===== src/rtl/fetch_pkg.sv =====
// Shared types and defaults for the per-PE instruction fetch front end.
package fetch_pkg;

  localparam int XLEN_DEF = 32;
  localparam int unsigned RESET_PC_DEF = 0;
  localparam int unsigned PC_STEP_DEF = 1;

  typedef enum logic {
    IDLE = 1'b0,
    RUN  = 1'b1
  } lane_state_e;

  // LSB of lane `lane` inside a packed NUM_PE*xlen bus.
  function automatic int lane_lsb(input int lane, input int xlen);
    return lane * xlen;
  endfunction

endpackage


===== src/rtl/fetch_lane.sv =====
// One fetch lane: IDLE/RUN control, program counter, one-cycle return stage
// and a small instruction buffer drained over a valid/ready handshake.
module fetch_lane
  import fetch_pkg::*;
#(
  parameter int              XLEN       = XLEN_DEF,
  parameter logic [XLEN-1:0] RESET_PC   = XLEN'(RESET_PC_DEF),
  parameter logic [XLEN-1:0] PC_STEP    = XLEN'(PC_STEP_DEF),
  parameter int              FIFO_DEPTH = 4
) (
  input  logic            clk,
  input  logic            rst_n,
  input  logic            start,
  input  logic            halt,
  input  logic            redirect_valid,
  input  logic [XLEN-1:0] redirect_pc,
  output logic            imem_read_enable,
  output logic [XLEN-1:0] imem_pc,
  input  logic [XLEN-1:0] imem_instruction,
  output logic            if_valid,
  input  logic            if_ready,
  output logic [XLEN-1:0] if_instr,
  output logic [XLEN-1:0] if_pc
);

  localparam int PTR_W = $clog2(FIFO_DEPTH);
  localparam int CNT_W = PTR_W + 1;

  lane_state_e     state_q, state_d;
  logic [XLEN-1:0] pc_q;
  logic [CNT_W-1:0] count_q;
  logic [PTR_W-1:0] wr_ptr_q, rd_ptr_q;
  logic            vld_p1;
  logic [XLEN-1:0] pc_p1;
  logic [XLEN-1:0] instr_buf [FIFO_DEPTH];
  logic [XLEN-1:0] pc_buf    [FIFO_DEPTH];
  logic            flush, push, pop;
  logic [CNT_W:0]  used;

  // Credits count buffered entries plus the one read that may be returning;
  // both come from registers so the read enable never sees an input.
  assign used             = {1'b0, count_q} + {{CNT_W{1'b0}}, vld_p1};
  assign imem_read_enable = (state_q == RUN) && (used < (CNT_W+1)'(FIFO_DEPTH));
  assign imem_pc          = pc_q;

  assign flush    = redirect_valid && (state_q == RUN);
  assign if_valid = (count_q != '0);
  assign push     = vld_p1 && !flush;
  assign pop      = if_valid && if_ready && !flush;
  assign if_instr = if_valid ? instr_buf[rd_ptr_q] : '0;
  assign if_pc    = if_valid ? pc_buf[rd_ptr_q] : '0;

  always_comb begin
    state_d = state_q;
    case (state_q)
      IDLE:    if ((start || redirect_valid) && !halt) state_d = RUN;
      RUN:     if (halt) state_d = IDLE;
      default: state_d = IDLE;
    endcase
  end

  always_ff @(posedge clk) begin
    if (!rst_n) begin
      state_q  <= IDLE;
      pc_q     <= RESET_PC;
      vld_p1   <= 1'b0;
      count_q  <= '0;
      wr_ptr_q <= '0;
      rd_ptr_q <= '0;
    end else begin
      state_q <= state_d;
      if (redirect_valid)        pc_q <= redirect_pc;
      else if (imem_read_enable) pc_q <= pc_q + PC_STEP;
      // A read issued in the redirect cycle is wrong-path: never tracked.
      vld_p1 <= imem_read_enable && !flush;
      if (flush) begin
        count_q  <= '0;
        wr_ptr_q <= '0;
        rd_ptr_q <= '0;
      end else begin
        if (push) wr_ptr_q <= wr_ptr_q + PTR_W'(1);
        if (pop)  rd_ptr_q <= rd_ptr_q + PTR_W'(1);
        count_q <= count_q + CNT_W'(push) - CNT_W'(pop);
      end
    end
  end

  // Return stage p1: request PC meets the instruction memory response
  always_ff @(posedge clk) begin
    pc_p1 <= pc_q;
    if (push) begin
      instr_buf[wr_ptr_q] <= imem_instruction;
      pc_buf[wr_ptr_q]    <= pc_p1;
    end
  end

endmodule


===== src/rtl/pe_fetch_unit.sv =====
// Instruction fetch front end for the PE array: one independent fetch_lane
// per PE, with the packed instruction_memory buses sliced per lane.
module pe_fetch_unit
  import fetch_pkg::*;
#(
  parameter int              NUM_PE     = 4,
  parameter int              XLEN       = XLEN_DEF,
  parameter logic [XLEN-1:0] RESET_PC   = XLEN'(RESET_PC_DEF),
  parameter logic [XLEN-1:0] PC_STEP    = XLEN'(PC_STEP_DEF),
  parameter int              FIFO_DEPTH = 4
) (
  input  logic                   clk,
  input  logic                   rst_n,
  input  logic [NUM_PE-1:0]      start,
  input  logic [NUM_PE-1:0]      halt,
  input  logic [NUM_PE-1:0]      redirect_valid,
  input  logic [NUM_PE*XLEN-1:0] redirect_pc,
  output logic [NUM_PE-1:0]      imem_read_enable,
  output logic [NUM_PE*XLEN-1:0] imem_pc,
  input  logic [NUM_PE*XLEN-1:0] imem_instruction,
  output logic [NUM_PE-1:0]      if_valid,
  input  logic [NUM_PE-1:0]      if_ready,
  output logic [NUM_PE*XLEN-1:0] if_instr,
  output logic [NUM_PE*XLEN-1:0] if_pc
);

  for (genvar i = 0; i < NUM_PE; i++) begin : g_lane
    localparam int LSB = lane_lsb(i, XLEN);

    fetch_lane #(
      .XLEN       (XLEN),
      .RESET_PC   (RESET_PC),
      .PC_STEP    (PC_STEP),
      .FIFO_DEPTH (FIFO_DEPTH)
    ) u_lane (
      .clk              (clk),
      .rst_n            (rst_n),
      .start            (start[i]),
      .halt             (halt[i]),
      .redirect_valid   (redirect_valid[i]),
      .redirect_pc      (redirect_pc[LSB +: XLEN]),
      .imem_read_enable (imem_read_enable[i]),
      .imem_pc          (imem_pc[LSB +: XLEN]),
      .imem_instruction (imem_instruction[LSB +: XLEN]),
      .if_valid         (if_valid[i]),
      .if_ready         (if_ready[i]),
      .if_instr         (if_instr[LSB +: XLEN]),
      .if_pc            (if_pc[LSB +: XLEN])
    );
  end

endmodule


===== config.mk =====
export PLATFORM = sky130hd
export DESIGN_NAME = pe_fetch_unit
export DESIGN_NICKNAME = d
export VERILOG_FILES = /design/src/rtl/fetch_pkg.sv /design/src/rtl/fetch_lane.sv /design/src/rtl/pe_fetch_unit.sv
export SDC_FILE = /design/constraint.sdc
export NUM_CORES = 1
export LEC_CHECK = 0
export ABC_AREA = 1
export CAP_MARGIN = 20
export CORE_AREA = 2 2 465 467
export DETAILED_ROUTE_END_ITERATION = 8
export DIE_AREA = 0 0 467 469
export SYNTH_ARGS = -nofsm -noshare
export SYNTH_HDL_FRONTEND = slang
export SYNTH_SLANG_ARGS = --single-unit

===== constraint.sdc =====
create_clock -name clk -period 14.2 [get_ports clk]
set_input_delay 2.84 -clock clk [delete_from_list [all_inputs] [get_ports clk]]
set_output_delay 2.84 -clock clk [all_outputs]
set_load 0.05 [all_outputs]

==> flow_summary.ini, run 1 <==
[outcome]
status = finished, final reports clean

[run]
drv_cap = 0

[layout]
layout_commonest_cell = nor2_1
drive_gt1_share_pct = 6.671
final_util_pct = 31.79
synthToLayoutAreaGrowth_pct = 27.61
finalNetCount = 5912
final_cell_mix = 1,241 x nor2_1, 1,024 x edfxtp_1, 663 x clkdlybuf4s50_1, 591 x nand2_1, 559 x o21ai_0
fillCellCount = 21430

[floorplan]
initial_utilization_pct = 24.91
rows = 170
die_area_mm2 = 0.2190
die_h_um = 469
core_area_mm2 = 0.2138
die_w_um = 467
ios = 666

[drt]
vias_per_cell = 4.488
totalWireLength_mm = 166.8
first_pass_iters = 6
wl_per_cell_um = 19.43
drc = 0
dr.first_iter.drc_count = 2999
ant_nets = 0
vias = 38520

[placed_design]
post-place-ws_ps = 7833
gp_congestion = 0.8761
port_buffers = 665
dp_hpwl_mm = 108.3

[worst_setup_path]
cp_top_family = buffers and inverters
critPathMaxFanout = 109
crit_type = reg2out
cp_cell_sequence = inv_2 -> buf_4 -> o21ai_0 -> a21oi_1 -> clkdlybuf4s50_1
worstSetupStartpointType = flip-flop
arrival_ps = 4070
end_kind = output port
cpPeakStageDelay_ps = 950
cp_slowest_cell = clkdlybuf4s50_1
required_ps = 11360
path_buf_inv = 3

[pwr]
powerDensity_mw_per_mm2 = 178.6
finalPower_uw = 12140
p_leak_uw = 0.02336
max-vdd-ir-drop_uv = 158.9

[timing]
finalHoldViolations = 0
tns_ps = 0
clock_skew_ps = 40.01
rsz0062_at_grt = no
holdWs_ps = 422.7
setup_viol = 0
fmax_mhz = 144.7
maxSlewHeadroom_pct = 22.63
period_minus_slack_ps = 6912
setup_slack_ps = 7288
min_period_over_period_pct = 48.68
worst_slew_pin_slew_ps = 1161
maxSlewViolCount = 0

[synthesis]
yosys_warnings = 0
synthArstFlopShare_pct = 0
ys.flop_type = edfxtp_1
synth-seq-cells = 1324
syn_avg_cell_area_um2 = 10.68
synth_cells = 4984
syn_area_mm2 = 0.05325
synth_edf_count = 1024
seq_area_frac_synth_pct = 69.03
syn_nets = 5294
synth_cell_types = 40

[clock_network]
tritoncts = yes
clock_latency_ps = 810
ctsLongestPathBuffers = 3
clkTransAtPathRegs_ps = 60
cts_resized = 0
cts_max_level = 4
cts_inserted_buffers = 147
clock-sinks = 1324
postCtsSetupRepairBufs = 0
cts-root-buf = clkbuf_16
ctsHoldBuffers = 0

[global_routing]
overflow = 0
grt_pass1_wl_mm = 242.1
grt_pass1_vias = 36810
grt_use_total_pct = 14.70
grt_max_degree = 129
antenna_found_initial = 30

[min_path]
hold_class = reg2reg
[report_power, final]
group          switching, µW  internal (µW)  total [µW]
combinational           2730           1070        3790
sequential               182           4290        4470
clock                   1610           2260        3870
[per-stage QoR]
| step | area [µm²] | std cells |
|---|---|---|
| final | 67950 | 8582 |
| after global routing | 67930 | 8575 |
| after CTS | 67790 | 8560 |
| after detailed placement | 62840 | 8287 |
| after global placement | 62830 | 8286 |
| after floorplan | 53250 | 4984 |
[area by class of cell]
cell class                      instances  area, µm²  area share [%]
Sequential cell                      1324      36780           54.12
Multi-Input combinational cell       3146      14490           21.32
Timing Repair Buffer                  719       7136           10.50
Clock buffer                          186       3998           5.883
Tap cell                             2838       3551           5.226
Inverter                              264      997.2           1.468
Clock inverter                         87      957.2           1.409
Antenna cell                           18      45.04         0.06629
[worst paths after layout]
check	start	to	slack, ps	cells after the start
setup / recovery	flip-flop	if_pc[76]	7290	5
hold / removal	g_lane[2].u_lane.imem_pc[31]	g_lane[2].u_lane.pc_p1[31]	420	0
setup reg to reg	g_lane[3].u_lane.count_q[1]	g_lane[3].u_lane.count_q[2]	11160	11
hold reg to reg	g_lane[2].u_lane.imem_pc[31]	g_lane[2].u_lane.pc_p1[31]	420	0
[synthesized netlist by cell type (4+ instances only)]
cell type | instances | area share [%]
a211oi_1 | 4 | 0.056
fa_1 | 4 | 0.15
nand3_1 | 143 | 1.3
o21ai_0 | 559 | 5.3
inv_1 | 255 | 1.8
nand2_1 | 591 | 4.2
nor3b_1 | 10 | 0.14
nand2_4 | 4 | 0.085
buf_6 | 8 | 0.17
nor3_1 | 18 | 0.17
nor2_1 | 1258 | 8.9
nor2_2 | 12 | 0.14
inv_2 | 8 | 0.056
buf_1 | 42 | 0.30
nand3_2 | 6 | 0.11
o21bai_1 | 8 | 0.11
edfxtp_1 | 1024 | 58
a21oi_1 | 335 | 3.1
dfxtp_1 | 300 | 11
ha_1 | 32 | 0.75
buf_4 | 14 | 0.20
buf_2 | 78 | 0.73
xnor2_1 | 17 | 0.28
o21ai_1 | 16 | 0.15
nand4_1 | 8 | 0.094
clkbuf_1 | 105 | 0.74
a31oi_1 | 38 | 0.45
nor2_4 | 26 | 0.55
xor2_1 | 38 | 0.63
nand2_2 | 5 | 0.059
[flip-flops by register name (all words and copies together) (netlist names), named ones only]
signal                   count
g_lane.u_lane.count_q       12
g_lane.u_lane.state_q        4
g_lane.u_lane.pc_buf       512
g_lane.u_lane.wr_ptr_q       8
g_lane.u_lane.vld_p1         4
g_lane.u_lane.rd_ptr_q       8
g_lane.u_lane.instr_buf    512
g_lane.u_lane.pc_p1        128
g_lane.u_lane.imem_pc      128
[cells by family after synthesis]
| kind of cell | Yosys count | synth area share (%) |
|---|---|---|
| AO/OA/AOI/OAI | 964 | 9.226 |
| buffers and inverters | 514 | 4.025 |
| XOR/XNOR | 55 | 0.9047 |
| AND/OR/NAND/NOR | 2091 | 15.91 |
| flip-flops | 1324 | 69.03 |
| adder cells (fa/ha/maj) | 36 | 0.9023 |
[per-layer routing]
metal / track usage [%] / share of wire (%) / vias to the layer above
met3: 3.557 / 6.8 / 299
met2: 24.09 / 48 / 1228
met1: 18.66 / 42 / 18760
met5: 0 / 0.091 / -
li1: - / - / 18210
met4: 5.663 / 3.3 / 24
No activity file was read; power rests on OpenSTA's default activity.
==> inputs of run 2 (changes only) <==
==> constraint.sdc (replaced) <==
create_clock -name clk -period 5.94 [get_ports clk]
set_input_delay 1.188 -clock clk [delete_from_list [all_inputs] [get_ports clk]]
set_output_delay 1.188 -clock clk [all_outputs]
set_load 0.05 [all_outputs]
==> run 2 against run 1 <==
Global-route usage increased by 0.16 points. Register-to-register slack got worse by 8100 ps. Cell area increased by 0.33%. Wire length increased by 1.2%. Setup slack got worse by 6600 ps. Largest cell class unchanged. Largest power group unchanged.
==> flow_summary.ini, run 2 (same netlist as run 1, synthesis figures left out) <==
[outcome]
status = finished, final reports clean

[worst_setup_path]
reg2reg_from = g_lane[3].u_lane.count_q[1]
path_buf_inv = 2
worstSetupStartpointType = flip-flop
rrSetupSlack_ps = 3100
critPathMaxFanout = 84
r2r_cells = 11
reg2reg_to = g_lane[3].u_lane.count_q[2]
end_kind = output port
cp_common_cell = nor2_1
arrival_ps = 4020
required_ps = 4750
cp_slowest_cell = dfxtp_4
cpPeakStageDelay_ps = 930
crit_type = reg2out
cp_top_family = buffers and inverters
cp_cell_sequence = buf_4 -> nor2_1 -> nor2_1 -> o21ai_0 -> a21oi_1 -> clkdlybuf4s50_1

[min_path]
hold_depth = 0
hold_class = reg2reg
min-delay-start = g_lane[3].u_lane.imem_pc[0]
hold_end = g_lane[3].u_lane.pc_p1[0]

[clock_network]
postCtsSetupRepairBufs = 0
cts_inserted_buffers = 148
cts_max_level = 4
clkTransAtPathRegs_ps = 60
tritoncts = yes
cts-root-buf = clkbuf_16
clock_latency_ps = 850
clock-sinks = 1324
ctsHoldBuffers = 0
cts_resized = 0
ctsLongestPathBuffers = 3

[drt]
first_pass_iters = 6
totalWireLength_mm = 168.7
drc = 0
dr.first_iter.drc_count = 3148
ant_nets = 0
wl_per_cell_um = 19.62
vias = 38370
vias_per_cell = 4.461

[layout]
largestRegisters = g_lane.u_lane.instr_buf: 512 flops, g_lane.u_lane.pc_buf: 512 flops
layout_commonest_cell = nor2_1
final_design_area_no_fill_mm2 = 0.06817
drive_gt1_share_pct = 6.653
multi_input_area_mm2 = 0.01450
final_cell_mix = 1,241 x nor2_1, 1,024 x edfxtp_1, 663 x clkdlybuf4s50_1, 591 x nand2_1, 559 x o21ai_0
regArea_mm2 = 0.03678
fillCellCount = 21370
finalNetCount = 5927
synthToLayoutAreaGrowth_pct = 28.03

[placed_design]
gp_congestion = 0.8959
dpl_cell_area_mm2 = 0.06300
dp_hpwl_mm = 113.1
port_buffers = 665
post-place-ws_ps = 1604

[pwr]
powerDensity_mw_per_mm2 = 428.4
max-vdd-ir-drop_uv = 353.9
seq_power_share_pct = 36.5
p_leak_uw = 0.02344
comb_power_share_pct = 31.3
netSwitchingFraction_pct = 37.38
p_int_uw = 18290
p_switching_uw = 10920
p_clk_share_pct = 32.2

[global_routing]
grt_max_degree = 105
antenna_found_initial = 24
grt_pass1_wl_mm = 244.0
grt_use_total_pct = 14.86
grt_pass1_vias = 36720
overflow = 0

[timing]
maxSlewHeadroom_pct = 25.18
maxSlewViolCount = 0
worst_slew_pin_slew_ps = 1122
finalHoldViolations = 0
setup_slack_ps = 733.4
rsz0062_at_grt = no
setup_viol = 0
clock_skew_ps = 69.10
period_minus_slack_ps = 5207
holdWs_ps = 420.3
min_period_over_period_pct = 87.65
fmax_mhz = 192.1
tns_ps = 0

[floorplan]
initial_utilization_pct = 24.91
ios = 666
die_area_mm2 = 0.2190
die_h_um = 469
rows = 170
die_w_um = 467
core_area_mm2 = 0.2138

[run]
drv_cap = 0
[run 2: cell count changes in the layout (fill, tap and decap cells not counted), sizes merged, moves of 3 or more]
cell / previous run / this run
inv: 275 / 269
buf: 56 / 70
clkinvlp: 6 / 3
diode: 18 / 22
clkbuf: 186 / 197
[run 2: worst register-to-register path, stage by stage (launching register included)]
cell and delay (ps):
dfxtp_1 360, nor3_2 180, buf_4 660, inv_1 210, nand3_1 120, inv_1 60, ha_1 280, inv_1 40
ha_1 190, fa_1 420, xor2_1 170, nor2_1 50
[run 2: through the flow]
stage / utilization, % / power, µW / cells
finish: 31.89 / 29210 / 8602
global route: 31.88 / 30360 / 8597
CTS: 31.85 / 29530 / 8579
detailed placement: 29.47 / 20030 / 8304
global placement: 29.47 / 19990 / 8304
floorplan: - / 16540 / 4984
[run 2: power by group through the flow]
stage                     clock, µW  combinational [µW]  sequential, µW
after floorplan                   0                5740           10800
after CTS                      9650                9200           10700
after global placement            0                9130           10900
after global routing          10000                9640           10700
after detailed placement          0                9160           10900
final                          9410                9130           10700
[run 2: worst max path at each step]
stage	to	startpoint	cells past startpoint
2_1_floorplan	g_lane[2].u_lane.instr_buf[0][0]	redirect_valid[2]	4
3_3_place_gp	if_pc[96]	flip-flop	6
3_5_place_dp	if_pc[96]	flip-flop	6
4_1_cts	if_pc[97]	flip-flop	6
5_1_grt	if_pc[96]	flip-flop	6
6_report	if_pc[97]	flip-flop	6
[run 2: metal layers]
layer	track usage (%)	wire length, µm
met5	0	25
met4	6.551	6142
met3	2.995	9958
met2	24.48	81310
met1	18.83	71300
[run 2: area by class of cell]
class	instances	share of cell area, %
antenna	22	0.08076
sequential	1324	53.95
clock buffer	197	5.912
multi-input combinational	3146	21.26
inverter	264	1.461
tap	2838	5.209
clock inverter	78	1.545
timing repair buffer	733	10.58
